===== config.mk =====
export PLATFORM = sky130hd
export DESIGN_NAME = delay_timer
export DESIGN_NICKNAME = d
export VERILOG_FILES = /design/src/rtl/delay_timer.sv
export SDC_FILE = /design/constraint.sdc
export NUM_CORES = 1
export LEC_CHECK = 0
export CAP_MARGIN = 30
export CORE_ASPECT_RATIO = 0.9
export CORE_MARGIN = 2
export CORE_UTILIZATION = 50
export CTS_CLUSTER_DIAMETER = 150
export DETAILED_ROUTE_END_ITERATION = 8
export PLACE_DENSITY_LB_ADDON = 0.3
export SYNTH_ARGS = -nofsm -noshare
export SYNTH_HDL_FRONTEND = slang
export SYNTH_SLANG_ARGS = --single-unit

===== constraint.sdc =====
create_clock -name clk -period 2.8 [get_ports clk]
set_input_delay 0.42 -clock clk [delete_from_list [all_inputs] [get_ports clk]]
set_output_delay 0.42 -clock clk [all_outputs]
set_load 0.01 [all_outputs]

===== src/rtl/delay_timer.sv =====
// delay_timer: runtime-programmable cycle delay / timer.
//
// A start pulse latches the delay length N (0 is treated as 1) and the mode.
// One-shot mode runs once and emits a single done pulse. Periodic mode emits
// a done pulse every N ticks until it is aborted or reset.
//
// Parameters:
//   CNT_W    width of n_clks and remaining
//   RETRIG   1 = start while running restarts the timer, 0 = ignored
//   PRESCALE clocks per count tick, used only when DELAY_TIMER_PRESCALE_EN
//            is defined (must be >= 1)
//
// Optional feature macro: DELAY_TIMER_PRESCALE_EN
//   When defined, a prescaler makes every count tick last PRESCALE edges.
//   When undefined, there is no prescaler and every edge is a tick.
//
// Ports:
//   clk       rising-edge clock
//   rst       synchronous active-high reset
//   start     launches (or restarts) the timer
//   n_clks    delay length, latched with an accepted start
//   periodic  mode, latched with an accepted start (0 one-shot, 1 periodic)
//   abort     cancels a running timer
//   active    timer running and terminal count not yet reached
//   done      single-cycle terminal-count pulse
//   remaining ticks left until done
module delay_timer #(
  parameter int CNT_W    = 16,
  parameter int RETRIG   = 1,
  parameter int PRESCALE = 1
) (
  input  logic             clk,
  input  logic             rst,
  input  logic             start,
  input  logic [CNT_W-1:0] n_clks,
  input  logic             periodic,
  input  logic             abort,
  output logic             active,
  output logic             done,
  output logic [CNT_W-1:0] remaining
);

  typedef enum logic {IDLE, RUN} state_t;

  localparam logic [CNT_W-1:0] ONE = CNT_W'(1);

  state_t           state;
  logic [CNT_W-1:0] neff_lat;
  logic             per_lat;
  logic [CNT_W-1:0] neff_in;
  logic             running;
  logic             accept;
  logic             load_zero;
  logic             reload_zero;
  logic             at_zero;
  logic             last_edge;

  // A prescaler below 1 has no meaning; stop elaboration instead of
  // building a timer that never ticks.
  generate
    if (PRESCALE < 1) begin : g_bad_prescale
      $error("delay_timer: PRESCALE must be >= 1");
    end
  endgenerate

  // A requested length of zero behaves as a length of one.
  assign neff_in = (n_clks == '0) ? ONE : n_clks;
  assign running = (state == RUN);
  // Abort has priority over start while running; that case is handled
  // ahead of accept in the sequential block.
  assign accept  = start && (!running || (RETRIG != 0));

`ifdef DELAY_TIMER_PRESCALE_EN
  localparam int              PS_W   = (PRESCALE > 1) ? $clog2(PRESCALE) : 1;
  localparam logic [PS_W-1:0] PS_TOP = PS_W'(PRESCALE - 1);

  // The pair {remaining, sub} is a mixed-radix count of edges still to go:
  // remaining*PRESCALE + sub. Loading sub with PRESCALE-1 on start restarts
  // the prescaler phase, so done lands exactly N*PRESCALE-1 edges after the
  // start edge and remaining only moves on prescaler borrows (the ticks).
  logic [PS_W-1:0] sub;

  assign load_zero   = (neff_in == ONE) && (PRESCALE == 1);
  assign reload_zero = (neff_lat == ONE) && (PRESCALE == 1);
  assign at_zero     = (remaining == '0) && (sub == '0);
  assign last_edge   = (PRESCALE == 1) ? (remaining == ONE)
                                       : ((remaining == '0) && (sub == PS_W'(1)));
`else
  // Every edge is a tick: done fires on the edge that takes remaining to 0.
  assign load_zero   = (neff_in == ONE);
  assign reload_zero = (neff_lat == ONE);
  assign at_zero     = (remaining == '0);
  assign last_edge   = (remaining == ONE);
`endif

  // Main timer FSM. Priority per edge: reset, then abort of a running timer
  // (which also swallows a simultaneous start or terminal count), then an
  // accepted start (fresh or retrigger), then normal counting. All outputs
  // are registers so nothing combinational reaches the ports.
  // A one-shot run with a total length of one edge never enters RUN: the
  // start edge itself raises done and the FSM stays IDLE. Periodic runs sit
  // at zero for the done cycle and reload on the following edge.
  always_ff @(posedge clk) begin
    if (rst) begin
      state     <= IDLE;
      active    <= 1'b0;
      done      <= 1'b0;
      remaining <= '0;
      neff_lat  <= '0;
      per_lat   <= 1'b0;
`ifdef DELAY_TIMER_PRESCALE_EN
      sub       <= '0;
`endif
    end else if (running && abort) begin
      state     <= IDLE;
      active    <= 1'b0;
      done      <= 1'b0;
      remaining <= '0;
`ifdef DELAY_TIMER_PRESCALE_EN
      sub       <= '0;
`endif
    end else if (accept) begin
      neff_lat  <= neff_in;
      per_lat   <= periodic;
      remaining <= neff_in - ONE;
      done      <= load_zero;
`ifdef DELAY_TIMER_PRESCALE_EN
      sub       <= PS_TOP;
`endif
      if (periodic || !load_zero) begin
        state  <= RUN;
        active <= 1'b1;
      end else begin
        state  <= IDLE;
        active <= 1'b0;
      end
    end else if (running) begin
      if (at_zero) begin
        remaining <= neff_lat - ONE;
        done      <= reload_zero;
`ifdef DELAY_TIMER_PRESCALE_EN
        sub       <= PS_TOP;
`endif
      end else begin
`ifdef DELAY_TIMER_PRESCALE_EN
        if (sub == '0) begin
          sub       <= PS_TOP;
          remaining <= remaining - ONE;
        end else begin
          sub <= sub - PS_W'(1);
        end
`else
        remaining <= remaining - ONE;
`endif
        done <= last_edge;
        if (last_edge && !per_lat) begin
          state  <= IDLE;
          active <= 1'b0;
        end
      end
    end else begin
      done      <= 1'b0;
      active    <= 1'b0;
      remaining <= '0;
    end
  end

endmodule


======== After elaboration in Yosys (flattened, before gate mapping) ========
Index checks and enable logic that the tools add are counted.
operators by class
  add/sub/neg operators ................... 3
  multipliers ............................. 0
  div/mod/pow operators ................... 0
  $lt $le $gt $ge ......................... 0
  equal/unequal tests ..................... 5
  shift-type cells ........................ 0
  mux-type cells .......................... 16
  bitwise logic cells ..................... 1
  reduce and logical (&&, ||, !) cells .... 10
operators by type and width
  kind                                                   number
  2-to-1 mux 16 bit                                      4
  equality test 16 x 1 -> 1 bit (second input constant)  3
  subtractor 16 x 1 -> 16 bit (second input constant)    3
  zero test 16 bit                                       2
  2-to-1 mux 1 bit                                       12
  AND reduction 2 bit                                    2
  != test 3 x 2 -> 1 bit (second input constant)         1
  != test 3 bit (second input constant)                  1
  logical AND 1 bit                                      2
  zero test 1 bit                                        2
  OR reduction 2 bit                                     1
  logical OR 1 bit                                       1
  NOT 1 bit                                              1
storage, ports and cells
  register bits after elaboration ......... 36
  bits in latches ......................... 0
  memory bits (writable) .................. 0
  bits in read-only memories .............. 0
  input bits .............................. 21
  logic and storage cells ................. 41
  memories kept ........................... 0

======== Logic depth before layout (Yosys ltp) ========
Gate-level depths: netlist (run 1).
  word-level depth ........................ 7
  depth in mapped cells ................... 9
  mapped depth without buffers ............ 8

======== Least setup slack after synthesis (run 1) ========
Ideal clock, no wire load.
  kind .................................... input to register
  start ................................... input port n_clks[12]
  end ..................................... register remaining[14]
  library setup time ...................... 139 ps
  arrival ................................. 2131 ps
  data required time ...................... 2661 ps
  slack ................................... 530 ps
  stages on the path ...................... 8
  buffers on the path ..................... 1
  path through ............................ or4_4 nor4_4 a31oi_1 ha_1 clkbuf_1 nand4_1 xor2_1 o221ai_1
on the way
  cells in the longest elaborated chain, start to end .. 4
RTL lines
  item                           RTL line  RTL
  start, declared                35        input logic [CNT_W-1:0] n_clks,
  zero test 16 bit               67        assign neff_in = (n_clks == '0) ? ONE : n_clks;
  2-to-1 mux 16 bit *            67
  subtractor 16 x 1 -> 16 bit *  125       remaining <= neff_in - ONE;
  2-to-1 mux 16 bit *            122       end else if (accept) begin
  end signal, assigned           125
  end signal, assigned           139       remaining <= neff_lat - ONE;
  end signal, assigned           153       remaining <= remaining - ONE;
  end, declared                  40        output logic [CNT_W-1:0] remaining
Every way passes the cells marked *; elsewhere a longest branch is shown, timed or not.
A chain may end at the register's enable or synchronous reset.

======== Final worst setup path (run 1) ========
  start ................................... input port n_clks[12]
  end ..................................... register remaining[12]
The elaborated chain is that of the path after synthesis.

==> results of run 1 <==
==> final cells by class <==
cell class,instances,area (sq um),share of cell area [%]
Timing Repair Buffer,56,515,17.0
Multi-Input combinational cell,240,1620,53.3
Clock inverter,1,5.00,0.165
Clock buffer,6,72.6,2.39
Inverter,7,26.3,0.866
Tap cell,62,77.6,2.56
Sequential cell,36,721,23.8
==> state kept, by name, summed over array words and instances (netlist names) <==
| signal | flops |
|---|---|
| neff_lat | 16 |
| active | 1 |
| remaining | 16 |
| running | 1 |
| per_lat | 1 |
| done | 1 |
==> Yosys cell counts, types with 2 or more instances <==
library cell                n
sky130_fd_sc_hd__a32o_1     2
sky130_fd_sc_hd__nor4_1     8
sky130_fd_sc_hd__or4_4      2
sky130_fd_sc_hd__a21oi_1   17
sky130_fd_sc_hd__o32ai_1    4
sky130_fd_sc_hd__o22ai_1    3
sky130_fd_sc_hd__ha_1       7
sky130_fd_sc_hd__nor2_1    26
sky130_fd_sc_hd__mux2i_1    2
sky130_fd_sc_hd__o31ai_1    2
sky130_fd_sc_hd__clkbuf_1   8
sky130_fd_sc_hd__nand4_1    6
sky130_fd_sc_hd__inv_1      7
sky130_fd_sc_hd__o221ai_1   4
sky130_fd_sc_hd__nand2_1   53
sky130_fd_sc_hd__and2_1     2
sky130_fd_sc_hd__nand3b_1   2
sky130_fd_sc_hd__nor4b_4    2
sky130_fd_sc_hd__nor4_4     3
sky130_fd_sc_hd__xor2_1    14
sky130_fd_sc_hd__mux2_2     2
sky130_fd_sc_hd__nor3_1     6
sky130_fd_sc_hd__a31oi_1    2
sky130_fd_sc_hd__nor3_2     2
sky130_fd_sc_hd__nand2_4    2
sky130_fd_sc_hd__xnor2_1   19
sky130_fd_sc_hd__o31a_1     2
sky130_fd_sc_hd__nor3b_1    2
sky130_fd_sc_hd__dfxtp_1   36
sky130_fd_sc_hd__nor2b_1    4
sky130_fd_sc_hd__nand3_1   15
sky130_fd_sc_hd__o21ai_0    7
==> kinds of logic (layout without fill, tap and decap cells) <==
logic type	after synthesis	in the layout	synth area share, %
simple gates	145	145	34.9
buf+inv	17	70	3.01
mux	4	4	1.77
fa+ha+maj	7	7	3.64
compound gates	51	51	14.8
flops	36	36	29.9
xor+xnor	33	33	12.0
==> worst min-delay path: stages, from the launching register on <==
cell	delay, ns
sky130_fd_sc_hd__dfxtp_1	0.32
sky130_fd_sc_hd__nand2_1	0.05
sky130_fd_sc_hd__a21oi_1	0.05
==> worst paths after layout <==
check,start,to,slack (ns)
max,n_clks[12],remaining[12]$_SDFF_PP0_,0.37
min,per_lat$_SDFFE_PP0P_,per_lat$_SDFFE_PP0P_,0.47
max reg2reg,remaining[0]$_SDFF_PP0_,remaining[10]$_SDFF_PP0_,0.57
min reg2reg,per_lat$_SDFFE_PP0P_,per_lat$_SDFFE_PP0P_,0.47
==> metal layers <==
metal  GRT usage [%]  routed length (um)  vias to the layer above
li1                -                   -                     1156
met2            39.0                2850                       85
met3            4.30                 418                        8
met1            34.3                3010                     1067
met5               0                   0                        -
met4            7.34                  83                        0
==> power groups by stage <==
| stage | registers [mW] | logic [mW] | clock network, mW |
|---|---|---|---|
| 5_1_grt | 0.589 | 0.460 | 0.379 |
| 2_1_floorplan | 0.593 | 0.258 | 0 |
| 4_1_cts | 0.584 | 0.417 | 0.355 |
| 6_report | 0.585 | 0.419 | 0.348 |
| 3_5_place_dp | 0.595 | 0.414 | 0 |
| 3_3_place_gp | 0.593 | 0.408 | 0 |
==> PnR_summary.wiki, run 1 <==
{| class="wikitable"
! Metric !! Value
|-
| Vias in the first global route || between 2,000 and 2,500
|-
| Type of destination of the critical path || flop
|-
| Post-detailed-placement half-perimeter wirelength || ~5000 um
|-
| Maximum ir drop on the vdd rail || 0.331 mV
|-
| Final Core Density || 66.7%
|-
| Synthesis-to-finish area growth || 25.9%
|-
| Per-cell via count in the routed design || 5.68
|-
| Clk network pwr share || between 20% and 30%
|-
| Buffers added on ports || 38
|-
| Number of instances in the synthesized netlist || slightly below 300
|-
| Leading area contributor after synthesis || sky130_fd_sc_hd__dfxtp_1
|-
| CTS Root Buffer Type || sky130_fd_sc_hd__clkbuf_8
|-
| Sum of buffers and inverters on the critical path || 1
|-
| Post-synthesis area per instance || 8.22 sq um
|-
| Class of the most critical setup path || input port to flop
|-
| Die ar. || approximately 0.0054 sq mm
|-
| CTS tree || yes
|-
| Sequential cell fraction of total power || 43.3%
|-
| Number of enable flip-flop cells after synthesis || 0
|-
| Overall overflow remaining after global route || 0
|-
| Power, Total || 1.35 mW
|-
| Final instance count without filler cells || 408
|-
| Share of layout cells above drive strength 1 || 13.6%
|-
| Primary flip-flop cell chosen by synthesis mapping || sky130_fd_sc_hd__dfxtp_1
|-
| Final non-filler cell area || between 0.003 and 0.004 sq mm
|-
| CTS hold repair buffers || 0
|-
| Number of register bits inferred by synthesis || 36
|-
| Critical path startpoint category || input port
|-
| Max Clock Freq || just over 400 MHz
|-
| Total CTS buffers || 5
|-
| Final setup slack of the worst path || ~0.37 ns
|-
| Crit-path leading delay family || simple AND/OR/NAND/NOR gates
|-
| Post-CTS Setup Inserts || 0
|-
| Post-Synthesis Net Count || between 300 and 400
|-
| Setup repair after global routing missed its margin || no
|-
| Overall die height || between 60 and 70 um
|-
| Share of the synthesized area in the top cell type || around 30%
|-
| CTS H-Tree Depth || 2
|-
| Minimum clock period after layout || between 2 and 2.5 ns
|-
| Worst hold margin || 0.471 ns
|-
| Run status || finished, final reports clean
|-
| Netlist cell types || 52
|-
| Ratio of total power to cell area || 446 mW/mm^2
|-
| Layout Skew || about 0.0061 ns
|-
| Maximum root-to-sink buffer count || 2
|-
| Worst hold path type || flop to flop
|-
| Slowest stage cell, crit path || sky130_fd_sc_hd__or4_4
|-
| Final antenna diode count || 0
|-
| Max-cap violations || 0
|-
| Most frequent standard cell in the layout excluding fill and tap cells || sky130_fd_sc_hd__nand2_1
|-
| First drt pass iteration count || 4
|-
| Pin count of the biggest net entering global routing || 21
|-
| Post-cts resize count || 0
|-
| Cell Area, Synth || between 0.002 and 0.0025 sq mm
|-
| WL per Instance || roughly 16 um
|-
| Total count of max-transition violations in the final report || 0
|-
| Part of the power in combinational logic || between 30% and 40%
|-
| TNS Setup || 0 ns
|-
| DRC errors left || 0
|-
| Largest fanout on the critical path || 7
|-
| Number of antenna violations at the first check in global routing || 0
|-
| Share of synthesized flip-flops with an asynchronous set or reset || 0%
|-
| Clock insertion delay at the later pin of the skew report || 0.29 ns
|-
| Dominant cells by area after synthesis || sky130_fd_sc_hd__dfxtp_1 30%, sky130_fd_sc_hd__nand2_1 8.3%, sky130_fd_sc_hd__xnor2_1 6.9%
|-
| Number of violations reported at the end of detailed-routing iteration 0 || ~180
|-
| Least-Margin Pin Slew || around 0.69 ns
|-
| Net Switching || between 0.4 and 0.5 mW
|-
| CP Cell Sequence || clkdlybuf4s50_1 > or4_4 > nor4_4 > a31oi_1 > ha_1 > nand3_1 > xor2_1 > o221ai_1
|-
| Number of cells on the critical path || 8
|-
| Count of clock tree sinks || 36
|-
| Net count, final || 374
|-
| Die width || slightly below 80 um
|-
| Yosys warnings || 0
|-
| Total detailed-routing wirelength || approximately 6400 um
|-
| Post-Place Worst Slack || approximately 0.077 ns
|-
| Count of filler cells inserted in the layout || 415
|-
| Number of cells after detailed placement || 401
|-
| Final setup violation count || 0
|-
| Tcrit/Tclk final || between 80% and 90%
|-
| Hold Path Depth || 2
|-
| Placement-stage cell area || between 0.002 and 0.003 sq mm
|-
| Slew HR || between 50% and 60%
|-
| Commonest cells after routing, fill and taps aside || 53 x sky130_fd_sc_hd__nand2_1, 38 x sky130_fd_sc_hd__clkdlybuf4s50_1, 36 x sky130_fd_sc_hd__dfxtp_1, 26 x sky130_fd_sc_hd__nor2_1, 19 x sky130_fd_sc_hd__xnor2_1
|-
| Switching Fraction || between 30% and 40%
|-
| First-pass GRT wire length || around 11,000 um
|-
| Placer's final routability congestion estimate || around 0.95
|-
| Initial cell density of the core || a little over half
|-
| Clock transition at path regs || 0.07 ns
|-
| Count of endpoints failing hold in the final timing report || 0
|-
| Design internal power || just over 0.9 mW
|-
| Leakage power of the design || approximately 1.1 nW
|-
| Cell depth of the worst flop-to-flop path || 7
|-
| Delay of the slowest cell on the worst path || between 0.5 and 0.6 ns
|-
| Data arrival time at the worst-slack endpoint || between 2 and 3 ns
|-
| Total via count after detailed routing || roughly 2,300
|-
| Num ports || 39
|-
| Total GRT Usage || around a quarter
|-
| Core region area || between 0.004 and 0.005 sq mm
|-
| Row count || 23
|-
| Data required time of the critical path || slightly below 3 ns
|-
| Sequential-to-total area share from yosys stat || around 30%
|-
| Number of nets with antenna violations after routing || 0
|}
(Power assumes the default switching activity.)
==> inputs of run 2 (changes only) <==
--- a/config.mk
+++ b/config.mk
@@ -11,6 +11,7 @@
 export CORE_UTILIZATION = 50
 export CTS_CLUSTER_DIAMETER = 150
 export DETAILED_ROUTE_END_ITERATION = 8
+export DONT_BUFFER_PORTS = 1
 export PLACE_DENSITY_LB_ADDON = 0.3
 export SYNTH_ARGS = -nofsm -noshare
 export SYNTH_HDL_FRONTEND = slang
==> constraint.sdc (replaced) <==
create_clock -name clk -period 2.8 [get_ports clk]
set_input_delay 0.42 -clock clk [delete_from_list [all_inputs] [get_ports clk]]
set_output_delay 0.42 -clock clk [all_outputs]
set_load 0.005 [all_outputs]
==> PnR_summary.wiki, run 2 (synthesis gave the netlist of run 1 again) <==
{| class="wikitable"
! Metric !! Value
|-
| Worst hold path type || input port to flop (was flop to flop)
|-
| WL per Instance || 16.9 um (was 15.6 um)
|-
| Number of antenna violations at the first check in global routing || 0 (unchanged)
|-
| Design internal power || 0.901 mW (was 0.908 mW)
|-
| Final instance count without filler cells || 357 (was 408)
|-
| CTS hold repair buffers || 0 (unchanged)
|-
| Number of cells after detailed placement || 350 (was 401)
|-
| Cell depth of the worst flop-to-flop path || 7 (unchanged)
|-
| Final antenna diode count || 0 (unchanged)
|-
| Post-Place Worst Slack || 0.425 ns (was 0.0768 ns)
|-
| Pin count of the biggest net entering global routing || 22 (was 21)
|-
| Ratio of total power to cell area || 506 mW/mm^2 (was 446 mW/mm^2)
|-
| Overall die height || 69.8 um (unchanged)
|-
| Final setup slack of the worst path || 0.648 ns (was 0.375 ns)
|-
| CTS Root Buffer Type || sky130_fd_sc_hd__clkbuf_8 (unchanged)
|-
| Part of the power in combinational logic || 24.2% (was 31.0%)
|-
| Per-cell via count in the routed design || 5.80 (was 5.68)
|-
| Sequential cell fraction of total power || 45.1% (was 43.3%)
|-
| Least-Margin Pin Slew || 0.668 ns (was 0.687 ns)
|-
| Post-detailed-placement half-perimeter wirelength || 4640 um (was 5020 um)
|-
| Register-to-register setup slack || 0.65 ns (was 0.57 ns)
|-
| Total count of max-transition violations in the final report || 0 (unchanged)
|-
| Data required time of the critical path || 2.96 ns (was 2.95 ns)
|-
| Capture point of the critical path || remaining[10]$_SDFF_PP0_ (was remaining[12]$_SDFF_PP0_)
|-
| Type of destination of the critical path || flop (unchanged)
|-
| Total GRT Usage || 23.3% (was 24.7%)
|-
| Maximum ir drop on the vdd rail || 0.265 mV (was 0.331 mV)
|-
| Placer's final routability congestion estimate || 0.835 (was 0.951)
|-
| Origin of the critical flop-to-flop path || remaining[0]$_SDFF_PP0_ (unchanged)
|-
| Vias in the first global route || 1,947 (was 2,166)
|-
| Max-cap violations || 0 (unchanged)
|-
| Worst setup path start || remaining[0]$_SDFF_PP0_ (was n_clks[12])
|-
| Tcrit/Tclk final || 76.8% (was 86.6%)
|-
| First drt pass iteration count || 4 (unchanged)
|-
| Class of the most critical setup path || flop to flop (was input port to flop)
|-
| Registers with the most flip-flops || neff_lat x16, remaining x16 (unchanged)
|-
| Die width || 77.2 um (unchanged)
|-
| Switching Fraction || 30.9% (was 32.8%)
|-
| Share of layout cells above drive strength 1 || 11.9% (was 13.6%)
|-
| Setup repair after global routing missed its margin || no (unchanged)
|-
| Data arrival time at the worst-slack endpoint || 2.32 ns (was 2.57 ns)
|-
| Post-cts resize count || 0 (unchanged)
|-
| Layout Skew || 0.00515 ns (was 0.00608 ns)
|-
| Total detailed-routing wirelength || 6020 um (was 6360 um)
|-
| Max Clock Freq || 465 MHz (was 412 MHz)
|-
| Synthesis-to-finish area growth || 6.86% (was 25.9%)
|-
| Die ar. || 0.00539 sq mm (unchanged)
|-
| TNS Setup || 0 ns (unchanged)
|-
| Leakage power of the design || 0.923 nW (was 1.12 nW)
|-
| Minimum clock period after layout || 2.15 ns (was 2.43 ns)
|-
| Post-CTS Setup Inserts || 0 (unchanged)
|-
| Num ports || 39 (unchanged)
|-
| Run status || finished, final reports clean (unchanged)
|-
| CTS H-Tree Depth || 2 (unchanged)
|-
| Net Switching || 0.403 mW (was 0.444 mW)
|-
| CTS tree || yes (unchanged)
|-
| Clock insertion delay at the later pin of the skew report || 0.29 ns (about the same)
|-
| Count of endpoints failing hold in the final timing report || 0 (unchanged)
|-
| First-pass GRT wire length || 10,100 um (was 10,600 um)
|-
| Largest fanout on the critical path || 5 (was 7)
|-
| Final Core Density || 56.6% (was 66.7%)
|-
| Clock transition at path regs || 0.07 ns (about the same)
|-
| Final setup violation count || 0 (unchanged)
|-
| Core region area || 0.00455 sq mm (unchanged)
|-
| Total via count after detailed routing || 2,069 (was 2,316)
|-
| Maximum root-to-sink buffer count || 2 (unchanged)
|-
| Number of nets with antenna violations after routing || 0 (unchanged)
|-
| Count of clock tree sinks || 36 (unchanged)
|-
| Commonest cells after routing, fill and taps aside || 53 x sky130_fd_sc_hd__nand2_1, 36 x sky130_fd_sc_hd__dfxtp_1, 26 x sky130_fd_sc_hd__nor2_1, 19 x sky130_fd_sc_hd__xnor2_1, 17 x sky130_fd_sc_hd__a21oi_1 (was 53 x sky130_fd_sc_hd__nand2_1, 38 x sky130_fd_sc_hd__clkdlybuf4s50_1, 36 x sky130_fd_sc_hd__dfxtp_1, 26 x sky130_fd_sc_hd__nor2_1, 19 x sky130_fd_sc_hd__xnor2_1)
|-
| Total CTS buffers || 5 (unchanged)
|-
| Net count, final || 323 (was 374)
|-
| Buffers added on ports || 0 (was 38)
|-
| Overall overflow remaining after global route || 0 (unchanged)
|-
| Initial cell density of the core || 53.0% (unchanged)
|-
| Slew HR || 55.3% (was 54.2%)
|-
| Clk network pwr share || 30.7% (was 25.7%)
|-
| Critical path startpoint category || flop (was input port)
|-
| Number of violations reported at the end of detailed-routing iteration 0 || 121 (was 182)
|-
| Row count || 23 (unchanged)
|-
| DRC errors left || 0 (unchanged)
|-
| Power, Total || 1.30 mW (was 1.35 mW)
|-
| Reg-to-Reg End || remaining[10]$_SDFF_PP0_ (unchanged)
|-
| Most frequent standard cell in the layout excluding fill and tap cells || sky130_fd_sc_hd__nand2_1 (unchanged)
|}
==> run 2: how the worst min path moves through the flow <==
stage                              start                        to  slack (ns)  cells past startpoint
floorplan           per_lat$_SDFFE_PP0P_      per_lat$_SDFFE_PP0P_        0.44                      2
global placement    per_lat$_SDFFE_PP0P_      per_lat$_SDFFE_PP0P_        0.45                      2
detailed placement  per_lat$_SDFFE_PP0P_      per_lat$_SDFFE_PP0P_        0.46                      2
CTS                                  rst  neff_lat[0]$_SDFFE_PP0P_        0.19                      1
global route                         rst  neff_lat[7]$_SDFFE_PP0P_        0.18                      1
finish                               rst  neff_lat[0]$_SDFFE_PP0P_        0.19                      1
==> run 2: worst max-delay path, cell delays in order (launching register included) <==
cell                       delay (ns)
sky130_fd_sc_hd__dfxtp_1         0.37
sky130_fd_sc_hd__inv_1           0.13
sky130_fd_sc_hd__ha_1            0.21
sky130_fd_sc_hd__nor3b_1         0.40
sky130_fd_sc_hd__nand2_1         0.17
sky130_fd_sc_hd__or4_1           0.44
sky130_fd_sc_hd__xor2_1          0.18
sky130_fd_sc_hd__o221ai_1        0.12
==> run 2: layout make-up <==
| type | instances | area [sq um] |
|---|---|---|
| Clock buffer | 7 | 96.3 |
| Fill cell | 466 | 1970 |
| Inverter | 7 | 26.3 |
| Multi-Input combinational cell | 240 | 1620 |
| Sequential cell | 36 | 721 |
| Tap cell | 62 | 77.6 |
| Timing Repair Buffer | 5 | 37.5 |
==> run 2: power groups by stage <==
stage	Sequential, mW	Clock [mW]	Combinational [mW]
after global routing	0.592	0.428	0.352
after global placement	0.598	0	0.310
final	0.588	0.400	0.315
after floorplan	0.587	0	0.258
after detailed placement	0.599	0	0.312
after CTS	0.587	0.405	0.315
==> run 2: layer usage <==
layer	vias to the layer above	GRT usage, %	share of wire [%]
li1	1053	-	-
met1	960	35.9	49
met2	51	32.8	43
met3	5	4.04	6.8
met4	0	6.35	0.98
met5	-	0	0
==> run 2: metrics by stage <==
stage	hold WS, ns	instance area [sq um]
final	0.195	2570
after floorplan	0.436	2410
after global placement	0.453	2480
after CTS	0.188	2570
after global routing	0.183	2570
after detailed placement	0.457	2480
==> variant 1 (flow settings as in run 2) <==
The parameter `CNT_W` goes from 16 to 20.
--- a/src/rtl/delay_timer.sv
+++ b/src/rtl/delay_timer.sv
@@ -26,5 +26,5 @@
 //   remaining ticks left until done
 module delay_timer #(
-  parameter int CNT_W    = 16,
+  parameter int CNT_W    = 20,
   parameter int RETRIG   = 1,
   parameter int PRESCALE = 1
Interface: changed (resized n_clks and remaining); port bits go from 39 to 47. No check against the original RTL was run, so the function may have changed too.
==> variant 1 against run 2 <==
- routed wire length up 39%
- non-clock buffer count up 2
- combinational power up 48%
- final area up 22%
- via count up 40%
- sequential cell count up 8
- largest cell class unchanged
- count of clock-buffer cells in the layout down 1
- setup slack worse by 0.26 ns
- clock power up 5%
- sequential power up 25%
- cell count up 27%
- area after synthesis up 24%
- total power up 24%
==> variant 1: results (changes against run 2) <==
* Post-DP Area at 3050 sq um (was 2480 sq um)
* CLK BUF at 6 (was 7)
* CP peak stage delay at 0.60 ns (was 0.44 ns)
* GR Util All Layers at 0.262 (was 0.233)
* DR WL met2 at 3.65 mm (was 2.60 mm)
* Register area at 881 sq um (was 721 sq um)
* Compound-cell area share of the yosys netlist at 0.171 (was 0.148)
* Hold EP: neff_lat[19] (was neff_lat[0])
* Peak VDD IR at 0.248 mV (was 0.265 mV)
* Ranking of synthesized cells by area: dfxtp_1 29%, xnor2_1 9.7%, nand2_1 7.7% (was dfxtp_1 30%, nand2_1 8.3%, xnor2_1 6.9%)
* Final clock skew at 0.00524 ns (was 0.00515 ns)
* FP Rows at 26 (was 23)
* # placed instances at 447 (was 350)
* CP max-delay cell: and3_1 (was or4_1)
* Leak at 1.08 nW (was 0.923 nW)
* Met2 Usage GRT at 0.402 (was 0.328)
* Violation count after the first detailed-route iteration at 298 (was 121)
* P_comb at 0.466 mW (was 0.315 mW)
* CP max FO at 16 (was 5)
* Critical R2R Launch: remaining[6] (was remaining[0])
* Crit path DAT at 2.62 ns (was 2.32 ns)
* R2r endpoint: remaining[12] (was remaining[10])
* Non-filler instance count after layout at 455 (was 357)
* GR Layer Usage met3 at 0.0585 (was 0.0404)
* Synth Area in Adders at 0.0293 (was 0.0364)
* Met1 usage at 0.367 (was 0.359)
* Xor/xnor share of the synthesized area at 0.123 (was 0.120)
* Clock sink count at 44 (was 36)
* Logic inverters at 11 (was 7)
* Met3 wire len at 814 um (was 412 um)
* Cell Int Power at 1.06 mW (was 0.901 mW)
* R2R cell count at 5 (was 7)
* Buffering overhead at 0.0167 (was 0.0146)
* Most frequent cells after synthesis: 61 x nand2_1, 44 x dfxtp_1, 39 x nor2_1 (was 53 x nand2_1, 36 x dfxtp_1, 26 x nor2_1)
* Register area share after synthesis at 0.294 (was 0.299)
* Multi-input combinational area share at 0.633 (was 0.628)
* Routability congestion estimate from global placement at 0.923 (was 0.835)
* First-pass detailed-route iteration total at 5 (was 4)
* Outcome: completed (unchanged)
* First-pass GRT wire length at 13.7 mm (was 10.1 mm)
* R2r setup slk at 0.39 ns (was 0.65 ns)
* Routed WL at 8.40 mm (was 6.02 mm)
* Layout Nets at 416 (was 323)
* Post-DP HPWL at 6.46 mm (was 4.64 mm)
* Buffers excl. clock at 7 (was 5)
* Rel. slew slack at 0.525 (was 0.553)
* Wl on met1 at 3.82 mm (was 2.95 mm)
* Mean Syn Cell Area at 7.73 sq um (was 8.22 sq um)
* Fillers at 532 (was 466)
* Avg Vias per Cell at 6.38 (was 5.80)
* Share of cells above drive strength 1 at 0.0675 (was 0.119)
* Vias in the first global route at 2662 (was 1947)
==> variant 1: changes by cell type after synthesis, sizes merged, moves of 6 or more <==
| cell | change |
|---|---|
| a21oi | +7 |
| nand2 | +6 |
| dfxtp | +8 |
| nor3 | +9 |
| nor2 | +13 |
| nor4 | +8 |
| clkbuf | +6 |
| xnor2 | +14 |
==> variant 1: how the worst max path moves through the flow <==
| stage | startpoint | end | slack (ns) |
|---|---|---|---|
| floorplan | n_clks[13] | remaining[18] | 0.51 |
| global placement | n_clks[18] | remaining[18] | 0.33 |
| detailed placement | n_clks[18] | remaining[18] | 0.22 |
| CTS | remaining[6] | remaining[12] | 0.44 |
| global route | remaining[6] | remaining[12] | 0.16 |
| finish | remaining[6] | remaining[12] | 0.39 |
==> variant 1: metrics by stage <==
stage	utilization	worst slack [ns]
finish	0.550	0.392
detailed placement	0.533	0.218
CTS	0.550	0.439
global route	0.550	0.165
floorplan	-	0.506
global placement	0.533	0.326
==> variant 2 (config.mk and constraints of run 2) <==
Made on the original files. Put one more register stage on the output `active`, cleared by the reset. The value now appears one clock later. The other outputs are not delayed to match.
--- a/src/rtl/delay_timer.sv
+++ b/src/rtl/delay_timer.sv
@@ -44,4 +44,6 @@
 
   localparam logic [CNT_W-1:0] ONE = CNT_W'(1);
+
+  logic active_s0;
 
   state_t           state;
@@ -104,5 +106,5 @@
     if (rst) begin
       state     <= IDLE;
-      active    <= 1'b0;
+      active_s0 <= 1'b0;
       done      <= 1'b0;
       remaining <= '0;
@@ -114,5 +116,5 @@
     end else if (running && abort) begin
       state     <= IDLE;
-      active    <= 1'b0;
+      active_s0 <= 1'b0;
       done      <= 1'b0;
       remaining <= '0;
@@ -130,8 +132,8 @@
       if (periodic || !load_zero) begin
         state  <= RUN;
-        active <= 1'b1;
+        active_s0 <= 1'b1;
       end else begin
         state  <= IDLE;
-        active <= 1'b0;
+        active_s0 <= 1'b0;
       end
     end else if (running) begin
@@ -156,11 +158,19 @@
         if (last_edge && !per_lat) begin
           state  <= IDLE;
-          active <= 1'b0;
+          active_s0 <= 1'b0;
         end
       end
     end else begin
       done      <= 1'b0;
-      active    <= 1'b0;
+      active_s0 <= 1'b0;
       remaining <= '0;
+    end
+  end
+
+  always_ff @(posedge clk) begin
+    if (rst) begin
+      active <= '0;
+    end else begin
+      active <= active_s0;
     end
   end
Behaviour: not the same (Yosys sat finds a counterexample within 4 cycles, from zero or initial values and one cycle with rst high).
==> variant 2 against run 2 <==
- final area decreased by 1.9%
- non-clock buffer count unchanged
- sequential share of layout area up 1.3 points
- global-route usage grew 0.44 points
- total power down 0.58%
- sequential power grew 3%
- clock power is 5.0% lower
- hold slack got worse by 0.024 ns
- setup slack improved by 0.037 ns
- routed wire length rose by 2.4%
- sequential cell count increased by 1
- area after synthesis shrank 1.1%
==> variant 2: results (changes against run 2) <==
* Post-CTS setup buffers at 0 (unchanged)
* Vias in the first global route at 2007 (was 1947)
* Worst Hold Class: in -> reg (unchanged)
* Crit path DAT at 2.28 ns (was 2.32 ns)
* Outcome: completed (unchanged)
* Post-DP Area at 2440 sq um (was 2480 sq um)
* Share of cells above drive strength 1 at 0.0906 (was 0.119)
* Fillers at 452 (was 466)
* Hold path depth at 1 (unchanged)
* Routability congestion estimate from global placement at 0.864 (was 0.835)
* Peak VDD IR at 0.356 mV (was 0.265 mV)
* Most frequent cells after synthesis: 54 x nand2_1, 37 x dfxtp_1, 29 x nor2_1 (was 53 x nand2_1, 36 x dfxtp_1, 26 x nor2_1)
* First-pass GRT wire length at 10.0 mm (was 10.1 mm)
* Initial antenna violation count at 0 (unchanged)
* R2R cell count at 5 (was 7)
* Routed WL at 6.17 mm (was 6.02 mm)
* Post-DP HPWL at 4.64 mm (about the same)
* Largest net degree at the start of global routing at 23 (was 22)
* Reg clk slew, reported paths at ~0.080 ns
* Leak at 0.925 nW (was 0.923 nW)
* Via count at 2105 (was 2069)
* Post-synth cell types at 54 (was 52)
* Clk root buf: clkbuf_8 (unchanged)
* Post-synth top area share at 0.311 (was 0.299)
* CP max-delay cell: nor4_2 (was or4_1)
* Clk_lat worst skew at 0.30 ns
* Ranking of synthesized cells by area: dfxtp_1 31%, nand2_1 8.5%, xnor2_1 6.6% (was dfxtp_1 30%, nand2_1 8.3%, xnor2_1 6.9%)
* Rel. slew slack at 0.528 (was 0.553)
* GR Util All Layers at 0.237 (was 0.233)
* Final clock skew at 0.00875 ns (was 0.00515 ns)
* Layout Nets at 325 (was 323)
* Register area share after synthesis at 0.311 (was 0.299)
* Violation count after the first detailed-route iteration at 178 (was 121)
* H-tree levels at 2 (unchanged)
-- variant 2: changes by cell type after synthesis, moves of 3 or more --
| cell | change |
|---|---|
| nor4_1 | -6 |
| nor4_2 | +5 |
| inv_1 | +4 |
| nand3_1 | -3 |
| nor2_1 | +3 |
| nor4b_1 | +3 |
| o21ai_0 | -3 |
| or3_1 | +3 |
-- variant 2: path summary, 6_finish.rpt --
kind | from | end | slack, ns
min | rst | active | 0.17
max | n_clks[10] | remaining[10] | 0.69
min reg2reg | active_s0 | active | 0.45
max reg2reg | remaining[2] | remaining[12] | 0.70
-- variant 2: worst reg2reg max path, cell delays in order, from the launching register on --
cell	delay, ns
dfxtp_1	0.40
nor4_1	0.39
and4_4	0.31
nand3_1	0.43
nand3_1	0.30
o221ai_1	0.14
-- variant 2: power breakdown --
group	leakage, nW	switching, mW	internal [mW]
Clock	0.0439	0.208	0.172
Sequential	0.304	0.0463	0.557
Combinational	0.577	0.177	0.135
-- variant 2: layout make-up --
cell class / count / area, sq um / area share
repair buffers: 5 / 37.5 / 0.0149
multi-input cells: 237 / 1540 / 0.610
well taps: 62 / 77.6 / 0.0307
clock inverters: 3 / 17.5 / 0.00694
clock buffers: 5 / 68.8 / 0.0273
flip-flops and latches: 37 / 741 / 0.294
inverters: 11 / 41.3 / 0.0164
-- variant 2: cell families (layout without fill, tap and decap cells) --
kind of cell / Yosys count / count (layout) / synth area share
AOI/OAI and AO/OA: 52 / 52 / 0.151
xor gates and xnor gates: 33 / 33 / 0.121
adders and majority gates: 7 / 7 / 0.0368
buffers and inverters: 23 / 24 / 0.0447
DFF: 37 / 37 / 0.311
muxes: 2 / 2 / 0.00893
and+or+nand+nor: 143 / 143 / 0.326
-- variant 2: stage by stage --
step	hold slack (ns)	cells	utilization	setup WS [ns]
finish	0.171	360	0.559	0.685
global route	0.167	360	0.559	0.453
CTS	0.167	360	0.559	0.689
detailed placement	0.442	352	0.539	0.381
global placement	0.426	352	0.539	0.403
floorplan	0.416	297	-	0.451
-- variant 2: per-layer routing --
metal / vias up / GRT usage / wire [um]
met2: 86 / 0.355 / 2640
met3: 12 / 0.0560 / 565
met1: 953 / 0.335 / 2880
met4: 0 / 0.0768 / 85
met5: - / 0 / 0
li1: 1054 / - / -
